==> src/rtl/instr_reg_scheduler_pkg.sv <==
// instr_reg_scheduler_pkg: shared instruction-register types and depth constants
package instr_reg_scheduler_pkg;
  localparam int NUM_ENTRIES = 32;
  localparam int CW = $clog2(NUM_ENTRIES) + 1;
  typedef enum logic [3:0] {ZERO, PASSA, PASSB, ADD, SUB, MULT, DIV, MOD} opcode_t;
  typedef logic signed [31:0] operand_t;
  typedef logic [$clog2(NUM_ENTRIES)-1:0] address_t;
  typedef logic [CW-1:0] count_t;
  typedef struct packed {
    opcode_t  opcode;
    operand_t op_a;
    operand_t op_b;
  } instr_t;
  function automatic address_t next_addr(address_t a);
    return a + 1'b1;
  endfunction
endpackage

==> src/rtl/instr_reg_scheduler_if.sv <==
// instr_reg_scheduler_if: requester, register-write and consumer signals of the scheduler
interface instr_reg_scheduler_if #(parameter int NUM_REQ = 2);
  import instr_reg_scheduler_pkg::*;
  logic [NUM_REQ-1:0] req, gnt;
  opcode_t req_opcode [NUM_REQ];
  operand_t req_operand_a [NUM_REQ];
  operand_t req_operand_b [NUM_REQ];
  logic load_en, rd_req, rd_valid, full, empty;
  opcode_t opcode;
  operand_t operand_a, operand_b;
  address_t write_pointer, read_pointer;
  count_t count;
  modport master (
    output req, req_opcode, req_operand_a, req_operand_b, rd_req,
    input gnt, load_en, opcode, operand_a, operand_b, write_pointer,
    input read_pointer, rd_valid, count, full, empty
  );
  modport slave (
    input req, req_opcode, req_operand_a, req_operand_b, rd_req,
    output gnt, load_en, opcode, operand_a, operand_b, write_pointer,
    output read_pointer, rd_valid, count, full, empty
  );
endinterface

==> src/rtl/instr_reg_scheduler_rr_arbiter.sv <==
// rr_arbiter: round-robin one-hot arbiter; priority moves past each granted index
module rr_arbiter #(
  parameter int N  = 2,
  parameter int IW = N > 1 ? $clog2(N) : 1
) (
  input  logic          clk,
  input  logic          reset,
  input  logic          en_i,
  input  logic [N-1:0]  req_i,
  output logic [N-1:0]  gnt_o,
  output logic [IW-1:0] gidx_o
);
  logic [IW-1:0] ptr_q, ptr_d, cand;
  logic any, fire;
  always_comb begin
    cand = '0;
    gidx_o = ptr_q;
    any = 1'b0;
    for (int i = 0; i < N; i++) begin
      cand = IW'((int'(ptr_q) + i) % N);
      if (!any && req_i[cand]) begin
        gidx_o = cand;
        any = 1'b1;
      end
    end
  end
  assign fire = any && en_i && !reset;
  assign gnt_o = fire ? N'(1) << gidx_o : '0;
  assign ptr_d = fire ? IW'((int'(gidx_o) + 1) % N) : ptr_q;
  always_ff @(posedge clk) begin
    if (reset) ptr_q <= '0;
    else ptr_q <= ptr_d;
  end
endmodule

==> src/rtl/instr_reg_scheduler.sv <==
// instr_reg_scheduler: arbitrates instruction-register writes and sequences FIFO reads
module instr_reg_scheduler
  import instr_reg_scheduler_pkg::*;
#(
  parameter int NUM_REQ = 2
) (
  input logic clk,
  input logic reset,
  instr_reg_scheduler_if.slave bus
);
  localparam int IW = NUM_REQ > 1 ? $clog2(NUM_REQ) : 1;
  logic [IW-1:0] gidx;
  logic grant, rd_acc;
  logic load_en_q, load_en_d, rd_valid_q, rd_valid_d;
  instr_t wr_q, wr_d, req_w;
  address_t wp_q, wp_d, rp_q, rp_d, wslot_q, wslot_d, rslot_q, rslot_d;
  count_t count_q, count_d;
  logic [CW:0] occ;
  // an in-flight write already owns a slot, so it counts toward full
  assign occ = {1'b0, count_q} + (CW+1)'(load_en_q);
  assign bus.full = occ == (CW+1)'(NUM_ENTRIES);
  assign bus.empty = count_q == '0;
  rr_arbiter #(.N(NUM_REQ)) u_arb (
    .clk    (clk),
    .reset  (reset),
    .en_i   (!bus.full),
    .req_i  (bus.req),
    .gnt_o  (bus.gnt),
    .gidx_o (gidx)
  );
  assign grant = |bus.gnt;
  assign rd_acc = bus.rd_req && !bus.empty;
  assign req_w = '{opcode: bus.req_opcode[gidx], op_a: bus.req_operand_a[gidx],
                   op_b: bus.req_operand_b[gidx]};
  always_comb begin
    load_en_d = grant;
    wr_d = grant ? req_w : wr_q;
    wp_d = grant ? wslot_q : wp_q;
    wslot_d = grant ? next_addr(wslot_q) : wslot_q;
    rd_valid_d = rd_acc;
    rp_d = rd_acc ? rslot_q : rp_q;
    rslot_d = rd_acc ? next_addr(rslot_q) : rslot_q;
    count_d = count_q + count_t'(load_en_q) - count_t'(rd_acc);
  end
  always_ff @(posedge clk) begin
    if (reset) begin
      load_en_q <= 1'b0;
      rd_valid_q <= 1'b0;
      wr_q <= '0;
      wp_q <= '0;
      rp_q <= '0;
      wslot_q <= '0;
      rslot_q <= '0;
      count_q <= '0;
    end else begin
      load_en_q <= load_en_d;
      rd_valid_q <= rd_valid_d;
      wr_q <= wr_d;
      wp_q <= wp_d;
      rp_q <= rp_d;
      wslot_q <= wslot_d;
      rslot_q <= rslot_d;
      count_q <= count_d;
    end
  end
  assign bus.load_en = load_en_q;
  assign bus.rd_valid = rd_valid_q;
  assign bus.opcode = wr_q.opcode;
  assign bus.operand_a = wr_q.op_a;
  assign bus.operand_b = wr_q.op_b;
  assign bus.write_pointer = wp_q;
  assign bus.read_pointer = rp_q;
  assign bus.count = count_q;
endmodule

==> src/flat_wrapper.sv <==
// flat-port wrapper written by rule: the top's interface ports become plain ports
module instr_reg_scheduler_flat import instr_reg_scheduler_pkg::*;
#(
  parameter int NUM_REQ = 2
)
  (clk, reset, bus_req, bus_req_opcode, bus_req_operand_a, bus_req_operand_b, bus_rd_req, bus_gnt, bus_load_en, bus_opcode, bus_operand_a, bus_operand_b, bus_write_pointer, bus_read_pointer, bus_rd_valid, bus_count, bus_full, bus_empty);
  instr_reg_scheduler_if #(.NUM_REQ(NUM_REQ)) bus_i ();
  input logic clk;
  input logic reset;
  input wire logic [$bits(bus_i.req)-1:0] bus_req;
  input wire logic [$bits(bus_i.req_opcode)-1:0] bus_req_opcode;
  input wire logic [$bits(bus_i.req_operand_a)-1:0] bus_req_operand_a;
  input wire logic [$bits(bus_i.req_operand_b)-1:0] bus_req_operand_b;
  input wire logic [$bits(bus_i.rd_req)-1:0] bus_rd_req;
  output wire logic [$bits(bus_i.gnt)-1:0] bus_gnt;
  output wire logic [$bits(bus_i.load_en)-1:0] bus_load_en;
  output wire logic [$bits(bus_i.opcode)-1:0] bus_opcode;
  output wire logic [$bits(bus_i.operand_a)-1:0] bus_operand_a;
  output wire logic [$bits(bus_i.operand_b)-1:0] bus_operand_b;
  output wire logic [$bits(bus_i.write_pointer)-1:0] bus_write_pointer;
  output wire logic [$bits(bus_i.read_pointer)-1:0] bus_read_pointer;
  output wire logic [$bits(bus_i.rd_valid)-1:0] bus_rd_valid;
  output wire logic [$bits(bus_i.count)-1:0] bus_count;
  output wire logic [$bits(bus_i.full)-1:0] bus_full;
  output wire logic [$bits(bus_i.empty)-1:0] bus_empty;
  assign bus_i.req = bus_req;
  assign bus_i.req_opcode = {>>{bus_req_opcode}};
  assign bus_i.req_operand_a = {>>{bus_req_operand_a}};
  assign bus_i.req_operand_b = {>>{bus_req_operand_b}};
  assign bus_i.rd_req = bus_rd_req;
  assign bus_gnt = bus_i.gnt;
  assign bus_load_en = bus_i.load_en;
  assign bus_opcode = bus_i.opcode;
  assign bus_operand_a = bus_i.operand_a;
  assign bus_operand_b = bus_i.operand_b;
  assign bus_write_pointer = bus_i.write_pointer;
  assign bus_read_pointer = bus_i.read_pointer;
  assign bus_rd_valid = bus_i.rd_valid;
  assign bus_count = bus_i.count;
  assign bus_full = bus_i.full;
  assign bus_empty = bus_i.empty;
  instr_reg_scheduler #(.NUM_REQ(NUM_REQ)) u_core (.clk(clk), .reset(reset), .bus(bus_i));
endmodule
==> config.mk <==
export PLATFORM = sky130hd
export DESIGN_NAME = instr_reg_scheduler_flat
export DESIGN_NICKNAME = d
export VERILOG_FILES = /design/src/rtl/instr_reg_scheduler_pkg.sv /design/src/rtl/instr_reg_scheduler_if.sv /design/src/rtl/instr_reg_scheduler_rr_arbiter.sv /design/src/rtl/instr_reg_scheduler.sv /design/src/flat_wrapper.sv
export SDC_FILE = /design/constraint.sdc
export NUM_CORES = 1
export LEC_CHECK = 0
export ABC_AREA = 1
export BUFFER_PORTS_ARGS = -buffer_cell sky130_fd_sc_hd__buf_2
export CORE_ASPECT_RATIO = 0.5
export CORE_UTILIZATION = 25
export DETAILED_ROUTE_END_ITERATION = 8
export HOLD_SLACK_MARGIN = 0.02
export PLACE_DENSITY = 0.51
export SYNTH_ARGS = -nofsm -noshare
export SYNTH_HDL_FRONTEND = slang
export SYNTH_HIERARCHICAL = 1
export SYNTH_SLANG_ARGS = --single-unit
==> constraint.sdc <==
create_clock -name clk -period 3.6 [get_ports clk]
set_clock_uncertainty 0.1 [all_clocks]
set_input_delay 0.36 -clock clk [delete_from_list [all_inputs] [get_ports clk]]
set_output_delay 0.36 -clock clk [all_outputs]
set_load 0.1 [all_outputs]
==> results.ini <==
[timing]
rsz0062_at_grt=no
worstMarginPinSlew_ns=0.6993
setup_violations=0
slew_violations=0
tns_ns=0
hold_violations=0
min_period_ns=2.948
fmax_mhz=339.2
min_period_over_period=0.8188
slew_headroom=0.5338

[clocking]
cts_hold_buf=0
htreeDepth=3
clock_latency_ns=0.34
tritoncts=yes
cts_num_sinks=97
cts_resized=0
root_buffer=clkbuf_16
post-cts-setup-buffers=0
cts_made_buffers=9
cts_max_path_buffers=2
worst_setup_hold_path_clk_slew_ns=0.07

[finish]
post-route-util=0.3463
final_area_um2=6070
multi_input_area_um2=2185
antenna_cells=0
fin_nets=887
seq_area_um2=1942
num-fill-cells=1928
syn_to_final_growth_pct=34.45
layout-drive-gt1-share=0.3515
final_cells=968

[place]
dp_hpwl_um=9037
io_buffers=230
gp_congestion=0.7817
placed_area_um2=5747
place_inst=952

[route]
dr_total_vias=4209
drc=0
drt-total-wl_um=12180
drt_first_pass_iters=4
initialDrtViolationCount=131
wl_per_cell_um=12.58
via_per_inst=4.348
detail-route-antenna-nets=0

[logic_synthesis]
synth_edf_count=0
synth-seq-cells=97
yosysTopAreaCellShare=0.4302
synth_cell_types=28
synthArstFlopShare=0
yosys_warnings=6
synth_area_per_cell_um2=8.732
synthCells=517
synth_top_area_cell=dfxtp_1
mappedNetlistNets=675
synthFlopType=dfxtp_1
ys_top_cells_by_area=dfxtp_1 (43%), mux2i_1 (15%), nand3_1 (8.4%)
yosysSeqAreaShare=0.4302
synth_common_cells=dfxtp_1 (97), nand3_1 (76), mux2i_1 (68)
synth.most_common_cell=dfxtp_1
syn_area_um2=4514

[pwr]
finalPower_w=0.004613
ir_drop_mv=0.6284
p_leak_nw=3.015
pwr_density_cell_nw_per_um2=760.0

[worst_setup_path]
crit_type=flip-flop to output pin
cp.arrival_ns=2.49
cp_data_required_time_ns=3.14
end_kind=output pin
cp-start-kind=flip-flop
r2r_cells=14
critPathMaxFanout=4

[grt]
grt_max_degree=70
grt_pass1_vias=4020
grt_pass1_wl_um=19910
grt_overflow=0
grt_antenna_before_repair=0
grtUsageTotal=0.1342

[hold_path]
holdPathStages=3
worst_hold_path_type=input pin to flip-flop

[floorplanning]
start_util=0.2576
core_um2=17530
die_w_um=192.0
die_area_um2=18630
row_count=34
die_y_um=97.02
pin_count=231

[outcome]
status=complete, no violations

[run]
max_cap_viol_count=0

[critical path: stages (launching register included)]
cell	delay (ns)
dfxtp_1	0.38
ha_1	0.24
ha_1	0.21
nand2_1	0.08
o21ai_0	0.23
nand3b_1	0.17
inv_1	0.08
nor2_4	0.09
nand3_1	0.09
inv_1	0.13
buf_2	0.45
[cell usage in the layout, fill, tap and decap left out]
master,instances
buf_2,230
nand2_1,39
o21ai_1,20
nand2_4,1
nand2_2,2
clkinvlp_4,1
nor2_1,43
o21ai_0,62
buf_12,1
dfxtp_1,97
nand3_1,76
clkbuf_8,1
nand4_1,4
bufinv_16,2
a31oi_1,1
clkinv_2,1
clkinv_4,1
nor2_4,3
inv_2,1
mux2i_1,68
ha_1,16
fa_1,1
clkbuf_1,2
inv_4,2
inv_1,30
clkbuf_16,9
buf_4,3
and2_1,1
xor2_1,2
a21oi_1,13
nand3b_1,1
[path summary, 6_finish.rpt]
path	start	slack [ns]	endpoint
worst max-delay path	u_core/bus.load_en	0.65	bus_gnt[0]
worst min-delay path	bus_req_operand_b[54]	0.19	u_core/bus.operand_b[22]
worst max register to register	u_core/bus.load_en	0.73	u_core/bus.operand_b[1]
worst min register to register	u_core/bus.operand_b[26]	0.37	u_core/bus.operand_b[26]
[routing by layer]
metal | share of wire | track usage
met1 | 0.44 | 0.1603
met2 | 0.51 | 0.2366
met3 | 0.040 | 0.03737
met4 | 0.010 | 0.03089
met5 | 0 | 0
[logic make-up after synthesis]
group / count (synthesis) / synth area share
flip-flops: 97 / 0.4302
XOR/XNOR: 2 / 0.003881
multiplexers: 68 / 0.1508
buffers and inverters: 67 / 0.08703
adder cells (fa/ha/maj): 17 / 0.04878
AND/OR/NAND/NOR: 170 / 0.1727
AO/OA/AOI/OAI: 96 / 0.1067
[through the flow]
stage                     hold slack (ns)  setup WS (ns)
after floorplan                    0.3493       0.008437
after global placement             0.3588         0.7671
after detailed placement           0.3654         0.7225
after CTS                          0.1665         0.6373
after global routing               0.1774         0.4117
final                              0.1865         0.6522
[flip-flops by register name, indices dropped and copies added, names as in the netlist]
register                  flops
u_core/bus.rd_valid           1
u_core/bus.count              6
u_core/wslot_q                5
u_core/rslot_q                5
u_core/bus.operand_a         32
u_core/bus.load_en            1
u_core/bus.write_pointer      5
u_core/bus.operand_b         32
u_core/bus.read_pointer       5
u_core/u_arb/ptr_q            1
u_core/bus.opcode             4
[power breakdown]
group	switching (W)	internal (W)	total, W
Combinational	0.00177	0.000456	0.00222
Sequential	0.000112	0.00124	0.00136
Clock	0.000404	0.000630	0.00103
[layout make-up]
class | count | share of cell area
flip-flops and latches | 97 | 0.3199
multi-input cells | 353 | 0.3599
clock buffers | 12 | 0.04061
inverters | 34 | 0.02206
repair buffers | 234 | 0.1967
clock inverters | 4 | 0.01257
well taps | 234 | 0.04824
Power figures use the tool's default switching activity.
